### src/rtl/rvv_backend_pmtrdt_rs.sv
// Reservation station for the PMTRDT path: circular buffer with multi-lane push/pop
// and a full oldest-first window export for look-ahead by the execution units.
package rvv_pmtrdt_pkg;
    localparam int PMTRDT_RS_DEPTH = 8;
    localparam int NUM_PMTRDT      = 2;

    typedef struct packed {
        logic [7:0] tag;
        logic [4:0] vd;
        logic [2:0] funct3;
    } PMT_RDT_RS_t;
endpackage

module rvv_backend_pmtrdt_rs
    import rvv_pmtrdt_pkg::*;
#(
    parameter int DEPTH    = PMTRDT_RS_DEPTH,
    parameter int PUSH_NUM = 2,
    parameter int POP_NUM  = NUM_PMTRDT,
    localparam int AW      = $clog2(DEPTH),
    localparam int CW      = AW + 1
) (
    input  logic                              clk,
    input  logic                              rst_n,
    input  logic        [PUSH_NUM-1:0]        push_valid_dp2rs,
    input  PMT_RDT_RS_t [PUSH_NUM-1:0]        push_data_dp2rs,
    output logic        [PUSH_NUM-1:0]        push_ready_rs2dp,
    input  logic        [POP_NUM-1:0]         pop_ex2rs,
    output PMT_RDT_RS_t [POP_NUM-1:0]         pmtrdt_uop_rs2ex,
    output logic                              fifo_empty_rs2ex,
    output logic        [POP_NUM-1:0]         fifo_almost_empty_rs2ex,
    output PMT_RDT_RS_t [DEPTH-1:0]           all_uop_data,
    output logic        [CW-1:0]              all_uop_cnt,
    input  logic                              trap_flush_rvv
);

    PMT_RDT_RS_t [DEPTH-1:0] mem;
    logic [AW-1:0]           wptr, rptr;
    logic [CW-1:0]           cnt, free, n_push, n_pop;
    logic [PUSH_NUM-1:0]     push_acc;

    assign free     = CW'(DEPTH) - cnt;
    assign push_acc = push_valid_dp2rs & push_ready_rs2dp;

    // Ready looks only at registered occupancy; same-cycle pops never free space.
    for (genvar i = 0; i < PUSH_NUM; i++) begin : g_ready
        assign push_ready_rs2dp[i] = free > CW'(i);
    end

    for (genvar i = 0; i < POP_NUM; i++) begin : g_pop_lane
        assign fifo_almost_empty_rs2ex[i] = cnt <= CW'(i);
        assign pmtrdt_uop_rs2ex[i]        = mem[rptr + AW'(i)];
    end

    for (genvar k = 0; k < DEPTH; k++) begin : g_window
        assign all_uop_data[k] = mem[rptr + AW'(k)];
    end

    assign fifo_empty_rs2ex = cnt == '0;
    assign all_uop_cnt      = cnt;

    always_comb begin
        n_push = '0;
        n_pop  = '0;
        for (int i = 0; i < PUSH_NUM; i++) n_push = n_push + CW'(push_acc[i]);
        for (int i = 0; i < POP_NUM; i++)  n_pop  = n_pop + CW'(pop_ex2rs[i]);
    end

    always_ff @(posedge clk or negedge rst_n) begin
        if (!rst_n) begin
            wptr <= '0;
            rptr <= '0;
            cnt  <= '0;
        end else if (trap_flush_rvv) begin
            wptr <= '0;
            rptr <= '0;
            cnt  <= '0;
        end else begin
            wptr <= wptr + n_push[AW-1:0];
            rptr <= rptr + n_pop[AW-1:0];
            cnt  <= cnt + n_push - n_pop;
        end
    end

    // Entry storage carries no reset; lanes index wptr+lane so wrap is per lane.
    always_ff @(posedge clk) begin
        if (!trap_flush_rvv) begin
            for (int i = 0; i < PUSH_NUM; i++) begin
                if (push_acc[i]) mem[wptr + AW'(i)] <= push_data_dp2rs[i];
            end
        end
    end

    a_push_contig: assert property (@(posedge clk) disable iff (!rst_n)
        (push_valid_dp2rs & (push_valid_dp2rs + PUSH_NUM'(1))) == '0);
    a_pop_contig: assert property (@(posedge clk) disable iff (!rst_n)
        (pop_ex2rs & (pop_ex2rs + POP_NUM'(1))) == '0);
    a_pop_underflow: assert property (@(posedge clk) disable iff (!rst_n)
        (pop_ex2rs & fifo_almost_empty_rs2ex) == '0);

endmodule

### config.mk
export PLATFORM = sky130hd
export DESIGN_NAME = rvv_backend_pmtrdt_rs
export DESIGN_NICKNAME = d
export VERILOG_FILES = /design/src/rtl/rvv_backend_pmtrdt_rs.sv
export SDC_FILE = /design/constraint.sdc
export NUM_CORES = 1
export LEC_CHECK = 0
export CORE_UTILIZATION = 25
export CTS_CLUSTER_DIAMETER = 60
export DETAILED_ROUTE_END_ITERATION = 8
export PLACE_DENSITY = 0.41
export SETUP_SLACK_MARGIN = 0.4
export SKIP_CTS_REPAIR_TIMING = 1
export SYNTH_ARGS = -nofsm -noshare
export SYNTH_HDL_FRONTEND = slang
export SYNTH_SLANG_ARGS = --single-unit
### constraint.sdc
create_clock -name clk -period 3.49 [get_ports clk]
set_input_delay 0.349 -clock clk [delete_from_list [all_inputs] [get_ports clk]]
set_output_delay 0.349 -clock clk [all_outputs]
set_load 0.03 [all_outputs]
# Word-level counts from Yosys, hierarchy flattened
# Cells that the tools add are included.
dict set report word_totals {
  register_bits 138
  elab_cells 90
}
dict set report op_classes {
  n_addsub 15
  magnitude_cmp 16
  n_mux 28
  n_bitwise 1
  reduce_logical 3
}
# cell count
set op_table {}
lappend op_table {{binary-select mux 16 bit (select 3 bit)} 8}
lappend op_table {{two-way mux 128 bit} 3}
lappend op_table {{bitwise mux 128 bit} 2}
lappend op_table {{two-way mux 16 bit} 10}
lappend op_table {{demux 16 bit (select 3 bit)} 2}
lappend op_table {{< comparator 3 x 4 -> 1 bit, second input constant} 10}
lappend op_table {{adder 3 bit, second input constant} 4}
lappend op_table {{greater-than comparator 4 x 1 -> 1 bit, second input constant} 2}
lappend op_table {{<= comparator 4 x 1 -> 1 bit, second input constant} 2}
lappend op_table {{adder 3 x 1 -> 3 bit, second input constant} 2}
lappend op_table {{adder 3 x 2 -> 3 bit} 2}
lappend op_table {{adder 3 x 2 -> 3 bit, second input constant} 2}
lappend op_table {{greater-or-equal comparator 3 x 1 -> 1 bit, second input constant} 2}
lappend op_table {{two-way mux 3 bit} 2}
lappend op_table {{adder 1 x 1 -> 2 bit} 2}
lappend op_table {{adder 4 x 2 -> 4 bit} 1}
lappend op_table {{logical NOT 4 bit} 1}
lappend op_table {{two-way mux 4 bit} 1}
lappend op_table {{subtractor 4 x 2 -> 4 bit} 1}
lappend op_table {{subtractor 4 bit, first input constant} 1}
lappend op_table {{bitwise AND 2 bit} 1}
lappend op_table {{logical AND 1 bit} 2}

# Logic depth before layout (Yosys ltp)
dict set report depth {
  ltp_word 9
  ltp_mapped 13
  depth_no_buf 13
}

# Worst setup path after synthesis
# OpenSTA, ideal clock, no wires.
dict set report synth_path {
  kind {input to register}
  startpoint {input trap_flush_rvv}
  endpoint {register mem[0] (netlist name) (enable)}
  arrival_time_ns 3.026
  required_ns 3.010
  setup_slack_ns -0.016
  stages 2
  path_cell_list {clkbuf_1 > inv_1}
}
# item line_no
set synth_rtl {}
lappend synth_rtl {{start: declaration} 34} ;# input logic trap_flush_rvv
lappend synth_rtl {{end signal: indexed assignment} 89} ;# if (push_acc[i]) mem[wptr + AW'(i)] <= push_data_dp2rs[i];
lappend synth_rtl {{end: declaration} 37} ;# PMT_RDT_RS_t [DEPTH-1:0] mem;
# No word-level cell between the ends.

==> impl.org <==
** Critical path
- Setup slack on the worst reg-to-reg path comes out at 0.71 ns.
- Ordered list of cells on the worst path :: buf_4 -> mux4_2 -> mux2_2 -> clkdlybuf4s50_1
- At the worst endpoint, the arrival time is 2.74 ns.
- Endpoint required time on the critical path :: 3.14 ns
- Crit path largest cell delay :: roughly 0.6 ns
- The startpoint identified for the worst register-to-register timing path is all_uop_cnt[0].
- Crit Path Class :: reg2out
- The endpoint identified for the worst register-to-register timing path is all_uop_cnt[3].
- STA classifies the critical path startpoint as a flop.
- Critical-path top delay cell :: sky130_fd_sc_hd__clkdlybuf4s50_1
- Nature of the critical path endpoint :: primary output
- The number of cells on the worst reg-to-reg path is 13.
- Worst-path maximum fanout :: 13

** Routing
- The detailed router finished its first iteration with 518 violations.
- The count of nets left with antenna violations once routing finished came out at 0.
- Average via count per standard cell :: 4.94
- Before antenna repair, the detailed router went through 5 iterations.
- Average wire per cell in the routed design :: about 24 um
- For this run, design rule violations remaining after detail routing come to 0.
- Via count :: 9381
- Final wirelength :: 45.7 mm

** Place
- Placed wire-length estimate :: between 20 and 30 mm
- Prior to clock tree synthesis, the placed netlist has a worst setup slack of 0.353 ns.
- Routability-driven placement finished with a final weighted congestion of ~0.75.
- Number of cells in the design after placement :: 1845
- Port buffering added slightly above 200 buffers.
- Post-place instance area :: 15400 um2

** Layout
- 0 antenna diodes ended up in the layout.
- Final core utilization :: about 33%
- Layout Area Growth over Synthesis :: 29.0%
- Layout Cell Area excl Fill :: between 15000 and 20000 um2
- At the end of the flow, the number of nets in the layout was 1270.
- Layout cell share with drive strength beyond 1 :: 50.0%
- Finished Layout Cells :: 1900

** Floorplan
- Total Die Area :: 51700 um2
- Row generation in the floorplan step produced 82 rows.
- The die is 227 um wide.
- In this run the standard cell core region covers 50200 um2.
- Die Span Y :: 227 um
- 208 I/O pins were placed.
- Once the floorplan was initialized, standard cells occupied 25.3% of the core.

** Yosys
- Counting flops and latches in the post-synthesis netlist gives 138.
- After synthesis the cells add up to ~13000 um2.
- Cell variety after synth :: 34
- In this run the mean area of a mapped cell was 12.3 um2.
- Yosys mapped a number of flops with a built-in enable equal to around 130.
- Share of synthesized area occupied by flip-flops and latches :: 32.3%
- Of all flip-flops after synthesis, the portion carrying an async set or reset was under 10%.
- During synthesis, Yosys emitted a total of 0 warnings.
- Most common flop cell mapped by yosys :: sky130_fd_sc_hd__edfxtp_1
- Largest area contributor in the synthesized netlist :: sky130_fd_sc_hd__edfxtp_1
- Post-synthesis net count :: 1088
- Synthesis produced a netlist whose cell count is 1033.
- Cell types with the largest area share after synthesis :: sky130_fd_sc_hd__edfxtp_1 (30%), sky130_fd_sc_hd__mux2_2 (24%), sky130_fd_sc_hd__mux4_2 (23%), sky130_fd_sc_hd__nand2_1 (8.6%), sky130_fd_sc_hd__mux2_4 (2.4%)
- Synth top area share :: 30.3%

** Global route
- Global routing used approximately 17% of the available tracks across all layers.
- Summed over all layers, the global routing overflow is 0.
- The number of antenna violations at the first check in global routing was 0.
- Most Used Layer, Global Route :: met2
- The number of global-route vias before repair is 8865.
- Global Route met3 Usage :: roughly 2.4%
- For this run, global-route usage on met1 was measured as 23.1%.
- The first global-routing pass estimated 62.4 mm of wire.
- Entering global routing, the biggest net connects between 100 and 150 pins.
- For met2 alone, demand over resource in global routing was between 20% and 30%.

** Pwr
- Across the VDD grid, the largest voltage drop is 0.457 mV.
- PD cells :: 886 nW/um2
- Clock power frac :: 12.7%
- Per report_power, the combinational group accounts for 67.4% of the total.
- Internal power :: ~8 mW
- In this run switching power makes up 46.4% of total power.
- Sequential Power Share :: 19.9%
- Summed over all cells, the static leakage comes to 6.28 nW.
- In this run the power spent charging and discharging nets is 6.73 mW.

** Min path
- Type of the most critical hold path :: in2async

** Timing
- Transition time at the pin with the least slew margin :: roughly 0.85 ns
- Between clock sinks in the finished design, the worst skew comes to 0.00907 ns.
- Final setup margin :: 0.406 ns
- Maximum clock frequency :: 0.324 GHz
- Setup repair after global routing could not meet its margin everywhere.
- Hold violation total from the final report :: 0
- Rel. slew slack :: 43.6%
- Final setup violating endpoints :: 0
- Max-slew violation total from the final report :: 0
- The clock period could shrink to 3.08 ns.
- Sum Neg Setup Slack :: 0 ns
- In the finished design, the share of the clock period the worst path needs comes to 88.4%.

** Clock tree
- Clock transition time at the flip-flop clock pins of the worst setup and hold paths :: around 0.070 ns
- Clock tree synthesis found a total of 138 sinks.
- CTS tree :: done
- Depth of the CTS H-tree :: 4
- CTS placed an instance of sky130_fd_sc_hd__clkbuf_16 at the clock tree root.
- In this run the deepest clock path goes through 2 buffers.
- TritonCTS buffer count :: 17
- The later pin in the worst-skew pair is clocked with a latency of 0.44 ns.

** Outcome
- Status :: completed

** Run
- Max-capacitance violation count :: 0
==> area by class of cell <==
| type | instances | area (um2) |
|---|---|---|
| repair buffers | 268 | 2650 |
| multi-input cells | 774 | 8130 |
| flip-flops and latches | 138 | 4110 |
| well taps | 672 | 841 |
| inverters | 16 | 63.8 |
| fillers | 5050 | 33800 |
| clock inverters | 14 | 149 |
| clock buffers | 18 | 429 |
==> cells by family (layout without fill, tap and decap cells) <==
| logic type | count (synthesis) | after routing | share of synthesized area [%] |
|---|---|---|---|
| AOI/OAI and AO/OA | 2 | 2 | 0.0986 |
| xor gates and xnor gates | 12 | 12 | 0.828 |
| adders and majority gates | 16 | 16 | 1.81 |
| buffers and inverters | 121 | 316 | 5.13 |
| DFF | 138 | 138 | 32.3 |
| muxes | 416 | 416 | 48.9 |
| and+or+nand+nor | 328 | 328 | 11.0 |
==> critical path: cells and delay by family, from the launching register on <==
kind,cells,cell delay [ns]
multiplexers,2,0.84
buffers and inverters,2,0.89
flip-flops,1,0.55
==> stage by stage <==
stage          total power [mW]  hold WS [ns]
4_1_cts                    14.4         0.296
3_5_place_dp               12.5         0.727
6_report                   14.5         0.299
3_3_place_gp               12.5         0.725
2_1_floorplan              9.26        0.0534
5_1_grt                    15.3         0.330
==> worst max-delay path by stage <==
stage	endpoint	startpoint
final	pmtrdt_uop_rs2ex[13]	rptr[0]
after floorplan	all_uop_cnt[3]	all_uop_cnt[2]
after CTS	all_uop_data[97]	rptr[1]
after global placement	all_uop_data[97]	rptr[1]
after global routing	pmtrdt_uop_rs2ex[13]	rptr[0]
after detailed placement	all_uop_data[97]	rptr[1]
==> metal layers <==
layer	wire length (um)	share of wire, %
met5	0	0
met4	677	1.5
met3	1950	4.3
met2	22400	49
met1	20600	45
==> state kept, by name (all words and copies together) (netlist names) <==
name	cells
all_uop_cnt	4
mem	128
rptr	3
wptr	3
==> power by group through the flow <==
stage | Clock (mW) | Sequential (mW) | Combinational (mW)
floorplan | 0 | 2.72 | 6.54
global placement | 0 | 2.92 | 9.54
detailed placement | 0 | 2.93 | 9.59
CTS | 1.91 | 2.89 | 9.62
global route | 1.97 | 2.96 | 10.4
finish | 1.84 | 2.89 | 9.77
==> layout by cell type (no fill, tap or decap), types with 8 or more instances in the layout <==
| cell type | instances |
|---|---|
| sky130_fd_sc_hd__buf_12 | 8 |
| sky130_fd_sc_hd__buf_4 | 117 |
| sky130_fd_sc_hd__clkbuf_16 | 21 |
| sky130_fd_sc_hd__clkdlybuf4s50_1 | 101 |
| sky130_fd_sc_hd__dlymetal6s2s_1 | 30 |
| sky130_fd_sc_hd__edfxtp_1 | 128 |
| sky130_fd_sc_hd__ha_1 | 11 |
| sky130_fd_sc_hd__inv_1 | 14 |
| sky130_fd_sc_hd__mux2_2 | 267 |
| sky130_fd_sc_hd__mux2_4 | 20 |
| sky130_fd_sc_hd__mux4_2 | 128 |
| sky130_fd_sc_hd__nand2_1 | 291 |
==> synthesized netlist by cell type, types with 2 or more instances <==
cell type	count
sky130_fd_sc_hd__xnor2_1	7
sky130_fd_sc_hd__buf_4	35
sky130_fd_sc_hd__buf_2	22
sky130_fd_sc_hd__inv_1	16
sky130_fd_sc_hd__clkbuf_1	29
sky130_fd_sc_hd__nor3_2	6
sky130_fd_sc_hd__buf_6	5
sky130_fd_sc_hd__mux4_2	128
sky130_fd_sc_hd__fa_1	4
sky130_fd_sc_hd__nand2_1	291
sky130_fd_sc_hd__buf_1	14
sky130_fd_sc_hd__nor2b_1	7
sky130_fd_sc_hd__and2_1	2
sky130_fd_sc_hd__nor2_1	6
sky130_fd_sc_hd__nand3_2	3
sky130_fd_sc_hd__nor2_2	2
sky130_fd_sc_hd__dfrtp_1	10
sky130_fd_sc_hd__or4_1	3
sky130_fd_sc_hd__mux2_2	267
sky130_fd_sc_hd__ha_1	12
sky130_fd_sc_hd__xor2_1	5
sky130_fd_sc_hd__mux2_4	20
sky130_fd_sc_hd__edfxtp_1	128
(Power assumes the default switching activity.)
